--- src/rtl/hdmi_pixel_fetch.sv ---
// Frame-buffer read stage for the HDMI path: bursts RGB565 pixels from memory into a
// local FIFO and hands one pixel per data_req cycle, restarting at FRAME_BASE on every vsync.
module hdmi_pixel_fetch #(
  parameter int unsigned       ADDR_W     = 24,
  parameter logic [ADDR_W-1:0] FRAME_BASE = '0,
  parameter int unsigned       FIFO_DEPTH = 64,
  parameter int unsigned       BURST_LEN  = 16
) (
  input  logic              pixel_clk,
  input  logic              sys_rst_n,
  input  logic              video_vs,
  input  logic [10:0]       h_disp,
  input  logic [10:0]       v_disp,
  input  logic              data_req,
  output logic [15:0]       data_out,
  output logic              rd_req,
  output logic [ADDR_W-1:0] rd_addr,
  output logic [7:0]        rd_len,
  input  logic              rd_ack,
  input  logic              rd_valid,
  input  logic [15:0]       rd_data,
  output logic              underflow
);

  localparam int unsigned     PW       = $clog2(FIFO_DEPTH);
  localparam int unsigned     CW       = PW + 1;
  localparam logic [CW-1:0]   FREE_LIM = CW'(FIFO_DEPTH - BURST_LEN);
  localparam logic [CW-1:0]   FULL_CNT = CW'(FIFO_DEPTH);
  localparam logic [21:0]     BURST_W  = 22'(BURST_LEN);

  // IDLE: wait for space | REQ: rd_req held | WAIT: store beats | DRAIN: discard beats | FLUSH: frame restart
  typedef enum logic [2:0] {S_IDLE, S_REQ, S_WAIT, S_DRAIN, S_FLUSH} state_e;

  state_e              state_q, state_d;
  logic                vs_q;
  logic [ADDR_W-1:0]   addr_q;
  logic [21:0]         words_left_q;
  logic [7:0]          beat_q;
  logic [ADDR_W-1:0]   rd_addr_q;
  logic [7:0]          rd_len_q;
  logic [15:0]         data_out_q;
  logic                underflow_q;
  logic [15:0]         fifo_mem_q [FIFO_DEPTH];
  logic [PW-1:0]       wr_ptr_q, rd_ptr_q;
  logic [CW-1:0]       count_q;

  logic                vs_fall, last_beat, fifo_empty, fifo_full, free_ok, fetch_go, pop;
  logic                req_out, fifo_wr, flush, beat_clr, beat_inc, burst_done;
  logic [7:0]          burst_len_d;

  assign vs_fall     = vs_q & ~video_vs;
  assign last_beat   = rd_valid && (beat_q == rd_len_q - 8'd1);
  assign fifo_empty  = (count_q == '0);
  assign fifo_full   = (count_q == FULL_CNT);
  // Nothing is outstanding while IDLE, so free space reduces to depth minus stored words.
  assign free_ok     = (count_q <= FREE_LIM);
  assign fetch_go    = (state_q == S_IDLE) && !vs_fall && (words_left_q != '0) && free_ok;
  assign burst_len_d = (words_left_q < BURST_W) ? words_left_q[7:0] : BURST_W[7:0];
  assign pop         = data_req && !fifo_empty;

  always_ff @(posedge pixel_clk) begin
    if (!sys_rst_n) state_q <= S_IDLE;
    else            state_q <= state_d;
  end

  always_comb begin
    state_d = state_q;
    case (state_q)
      S_IDLE: begin
        if (vs_fall)       state_d = S_FLUSH;
        else if (fetch_go) state_d = S_REQ;
      end
      S_REQ: begin
        if (rd_ack)        state_d = vs_fall ? S_DRAIN : S_WAIT;
        else if (vs_fall)  state_d = S_FLUSH;
      end
      S_WAIT: begin
        if (last_beat)     state_d = vs_fall ? S_FLUSH : S_IDLE;
        else if (vs_fall)  state_d = S_DRAIN;
      end
      S_DRAIN: begin
        if (last_beat)     state_d = S_FLUSH;
      end
      S_FLUSH:             state_d = S_IDLE;
      default:             state_d = S_IDLE;
    endcase
  end

  always_comb begin
    req_out    = 1'b0;
    fifo_wr    = 1'b0;
    flush      = 1'b0;
    beat_clr   = 1'b0;
    beat_inc   = 1'b0;
    burst_done = 1'b0;
    case (state_q)
      S_REQ: begin
        req_out  = 1'b1;
        beat_clr = rd_ack;
      end
      S_WAIT: begin
        fifo_wr    = rd_valid && !fifo_full;
        beat_inc   = rd_valid;
        burst_done = last_beat;
      end
      S_DRAIN:  beat_inc = rd_valid;
      S_FLUSH:  flush    = 1'b1;
      default:  ;
    endcase
  end

  always_ff @(posedge pixel_clk) begin
    if (!sys_rst_n) begin
      vs_q         <= 1'b0;
      addr_q       <= FRAME_BASE;
      words_left_q <= '0;
      beat_q       <= '0;
      rd_addr_q    <= FRAME_BASE;
      rd_len_q     <= '0;
      data_out_q   <= '0;
      underflow_q  <= 1'b0;
      wr_ptr_q     <= '0;
      rd_ptr_q     <= '0;
      count_q      <= '0;
    end else begin
      vs_q <= video_vs;

      if (fetch_go) begin
        rd_addr_q <= addr_q;
        rd_len_q  <= burst_len_d;
      end

      if (beat_clr)      beat_q <= '0;
      else if (beat_inc) beat_q <= beat_q + 8'd1;

      if (flush) begin
        addr_q       <= FRAME_BASE;
        words_left_q <= 22'(h_disp) * 22'(v_disp);
      end else if (burst_done) begin
        addr_q       <= addr_q + ADDR_W'(rd_len_q);
        words_left_q <= words_left_q - 22'(rd_len_q);
      end

      if (pop)           data_out_q <= fifo_mem_q[rd_ptr_q];
      else if (data_req) data_out_q <= '0;

      if (flush)                       underflow_q <= 1'b0;
      else if (data_req && fifo_empty) underflow_q <= 1'b1;

      if (flush) begin
        wr_ptr_q <= '0;
        rd_ptr_q <= '0;
        count_q  <= '0;
      end else begin
        if (fifo_wr) wr_ptr_q <= wr_ptr_q + PW'(1);
        if (pop)     rd_ptr_q <= rd_ptr_q + PW'(1);
        case ({fifo_wr, pop})
          2'b10:   count_q <= count_q + CW'(1);
          2'b01:   count_q <= count_q - CW'(1);
          default: count_q <= count_q;
        endcase
      end
    end
  end

  always_ff @(posedge pixel_clk) begin
    if (fifo_wr) fifo_mem_q[wr_ptr_q] <= rd_data;
  end

  assign data_out  = data_out_q;
  assign rd_req    = req_out;
  assign rd_addr   = rd_addr_q;
  assign rd_len    = rd_len_q;
  assign underflow = underflow_q;

endmodule
--- config.mk ---
export PLATFORM = sky130hd
export DESIGN_NAME = hdmi_pixel_fetch
export DESIGN_NICKNAME = d
export VERILOG_FILES = /design/src/rtl/hdmi_pixel_fetch.sv
export SDC_FILE = /design/constraint.sdc
export NUM_CORES = 1
export LEC_CHECK = 0
export BUFFER_PORTS_ARGS = -buffer_cell sky130_fd_sc_hd__buf_2
export CORE_ASPECT_RATIO = 0.5
export CORE_UTILIZATION = 35
export DETAILED_ROUTE_END_ITERATION = 8
export SYNTH_ARGS = -nofsm -noshare
export SYNTH_HDL_FRONTEND = slang
export SYNTH_SLANG_ARGS = --single-unit
export TNS_END_PERCENT = 5
--- constraint.sdc ---
create_clock -name pixel_clk -period 7.2 [get_ports pixel_clk]
set_clock_uncertainty 0.15 [all_clocks]
set_input_delay 1.44 -clock pixel_clk [delete_from_list [all_inputs] [get_ports pixel_clk]]
set_output_delay 1.44 -clock pixel_clk [all_outputs]
set_load 0.03 [all_outputs]
==> flow_summary.yaml <==
synthesis:
  yosys.area_share.simple: 0.05367
  synth_adder_area_share: 0.05539
  synth_commonest_cells: "edfxtp_1 (1024), mux4_2 (298), nor2_1 (195)"
  synthesis.nets: 3021
  synthCells: 2808
  synth_cell_types: 68
  ys.flop_type: "edfxtp_1"
  synth_edf_count: 1024
  yosys_warnings: 0
  yosys.area.top_type_share: 0.6221
  syn_area_sq_um: 49430
  yosys-top-cells-area: "edfxtp_1 (62%), mux4_2 (14%), dfxtp_1 (5.3%)"
  synth_compound_area_frac: 0.02835
  synth_most_common_cell: "edfxtp_1"
  avgSynthCellArea_sq_um: 17.60
  synth_xor_area_frac: 0.01187
  async_reset_ff_frac: 0
  synth_top_family_by_area: "multiplexers"
  synth_mux_area_frac: 0.1534
  synth-seq-cells: 1156
  yosys.area.top_type: "edfxtp_1"
  yosysSeqAreaShare: 0.6756
critical_path:
  cp-start-kind: "input port"
  worstPathMaxFanout: 11
  cp-end-kind: "register"
  crit_required_ps: 7590
  worstSetupPathType: "input port to register"
  cp.arrival_ps: 6360
cts:
  cts_root_buf: "clkbuf_16"
  cts_setup_buffers: 0
  cts-htree-levels: 3
  cts_resized: 0
  cts_tree: "built"
  clock_path_buffers: 3
  worstSkewPairLatency_ps: 700
  path_clk_slew_ps: 60
  cts.sinks: 1156
  cts_made_buffers: 109
  hold_buffers: 0
route:
  routed_wirelength_um: 113500
  wl_met3_um: 7978
  first_pass_iters: 5
  antenna_left: 0
  drt-initial-drc-count: 2161
  routed.top_layer: "met4"
  vias: 25450
  vias_per_cell: 5.160
  wl_met1_um: 49040
  drc: 0
  avgRoutedWirePerCell_um: 23.02
  met2_length_um: 54470
finish:
  layout.nets: 3170
  layout-drive-gt1-share: 0.2293
  final_cells: 4932
  layout-area-overhead-vs-synth_pct: 13.26
grt:
  gr-total-overflow: 0
  antenna_found_initial: 3
  grt_pass1_wl_um: 169500
  grt_start_max_net_pins: 112
  grtUsageTotal: 0.1590
  first_global_vias: 25800
floorplan:
  die-area_sq_um: 142800
  fp.dieW_um: 533.4
  coreArea_sq_um: 140100
  num_rows: 97
  io_pins: 94
  die_y_um: 267.7
  start_util: 0.3529
hold_path:
  min_path_type: "register to register"
sta:
  post-route-period-util: 0.8294
  slew_headroom: 0.1370
  finalSetupTns_ps: 0
  setup_viol: 0
  rsz0062_at_grt: "no"
  slew_violations: 0
  post-route-min-period_ps: 5972
  tightest_slew_ps: 1293
  fmax_mhz: 167.5
  hold_violations: 0
pwr:
  leakage_uw: 0.01813
  ir_drop_mv: 0.2022
  powerDensity_nw_per_um2: 290.6
placed_design:
  place.detailed.hpwl_um: 66860
  gp_congestion: 0.7904
  io_buffers: 93
  dp_cells: 4727
status:
  status: "finished clean"
job:
  drv_cap: 0
-- through the flow --
step           power, uW  area, sq um  setup slack [ps]  utilization  hold slack, ps
6_report           16270        55980              1228       0.3997           337.3
2_1_floorplan       9963        49430             810.3            -           298.2
4_1_cts            16430        55970              1305       0.3997           336.2
3_3_place_gp       10680        52420             661.2       0.3743           296.9
3_5_place_dp       10700        52420             589.7       0.3743           317.8
5_1_grt            17000        55970             956.6       0.3997           354.4
-- cell usage in the layout, fill, tap and decap left out, types with 13 or more instances in the layout --
cell type,synthesis,routed
xnor2_1,44,44
edfxtp_1,1024,1024
clkbuf_1,96,33
buf_4,0,83
or3_1,13,13
xor2_1,23,23
o22ai_1,18,18
nand3_1,26,26
nand2_1,117,116
inv_1,133,133
clkinv_2,0,21
clkinv_1,0,15
a211oi_1,14,14
fa_1,83,83
a21oi_1,46,46
nor2_1,195,186
dfxtp_1,132,127
nor2b_1,21,21
nand2b_1,20,20
buf_2,14,93
and2_1,76,76
nor3_1,38,38
mux4_2,298,298
clkbuf_16,0,110
mux2_2,38,38
ha_1,86,86
o21ai_0,38,38
mux2i_1,44,44
-- worst max-delay path, stage by stage --
cell	delay [ps]
buf_2	220
nand2_1	120
fa_1	540
inv_1	50
fa_1	480
fa_1	510
fa_1	530
inv_1	60
fa_1	480
inv_1	40
ha_1	330
a21oi_1	210
o21ai_0	140
or3_1	310
a21oi_1	230
nor2_1	120
a211oi_1	270
mux2i_1	220
a21oi_1	50
-- flip-flops by register name, indices dropped and copies added (netlist names), named ones only --
name and cells:
vs_q 1, wr_ptr_q 6, data_out 16, underflow 1, rd_ptr_q 6, beat_q 8, rd_addr 24, words_left_q 22
count_q 7, state_q 3, fifo_mem_q 1024, rd_len 8, addr_q 24
-- layout make-up --
cell class              instances  area, sq um
flip-flops and latches       1156        33410
diodes                          2        5.005
well taps                    1881         2354
repair buffers                180         1169
multi-input cells            1376        14990
clock buffers                 146         2918
inverters                     134        503.0
clock inverters                57        635.6
fillers                     12570        84080
-- worst paths after layout --
kind                                  from               end  slack, ps  depth (start not counted)
worst min register to register   addr_q[6]         addr_q[6]        340                          2
worst min-delay path             addr_q[6]         addr_q[6]        340                          2
worst max register to register  count_q[0]        count_q[6]       3270                         16
worst max-delay path             v_disp[2]  words_left_q[21]       1230                         19
-- kinds of logic after synthesis --
logic type / count (synthesis)
adders and majority gates: 169
xor gates and xnor gates: 67
muxes: 380
DFF: 1156
buffers and inverters: 276
AOI/OAI and AO/OA: 208
and+or+nand+nor: 552
-- layer usage --
metal	GRT usage	vias to the layer above
met5	0	-
met2	0.2611	796
met4	0.03371	0
met3	0.02963	140
met1	0.2207	13320
li1	-	11190
-- where the power goes --
part           internal, uW  leakage [uW]  switching, uW
clock                  3190       0.00172           2530
combinational          1410       0.00615           1710
sequential             7340        0.0103           85.2
Note: power is estimated with default switching activity, not from simulation.
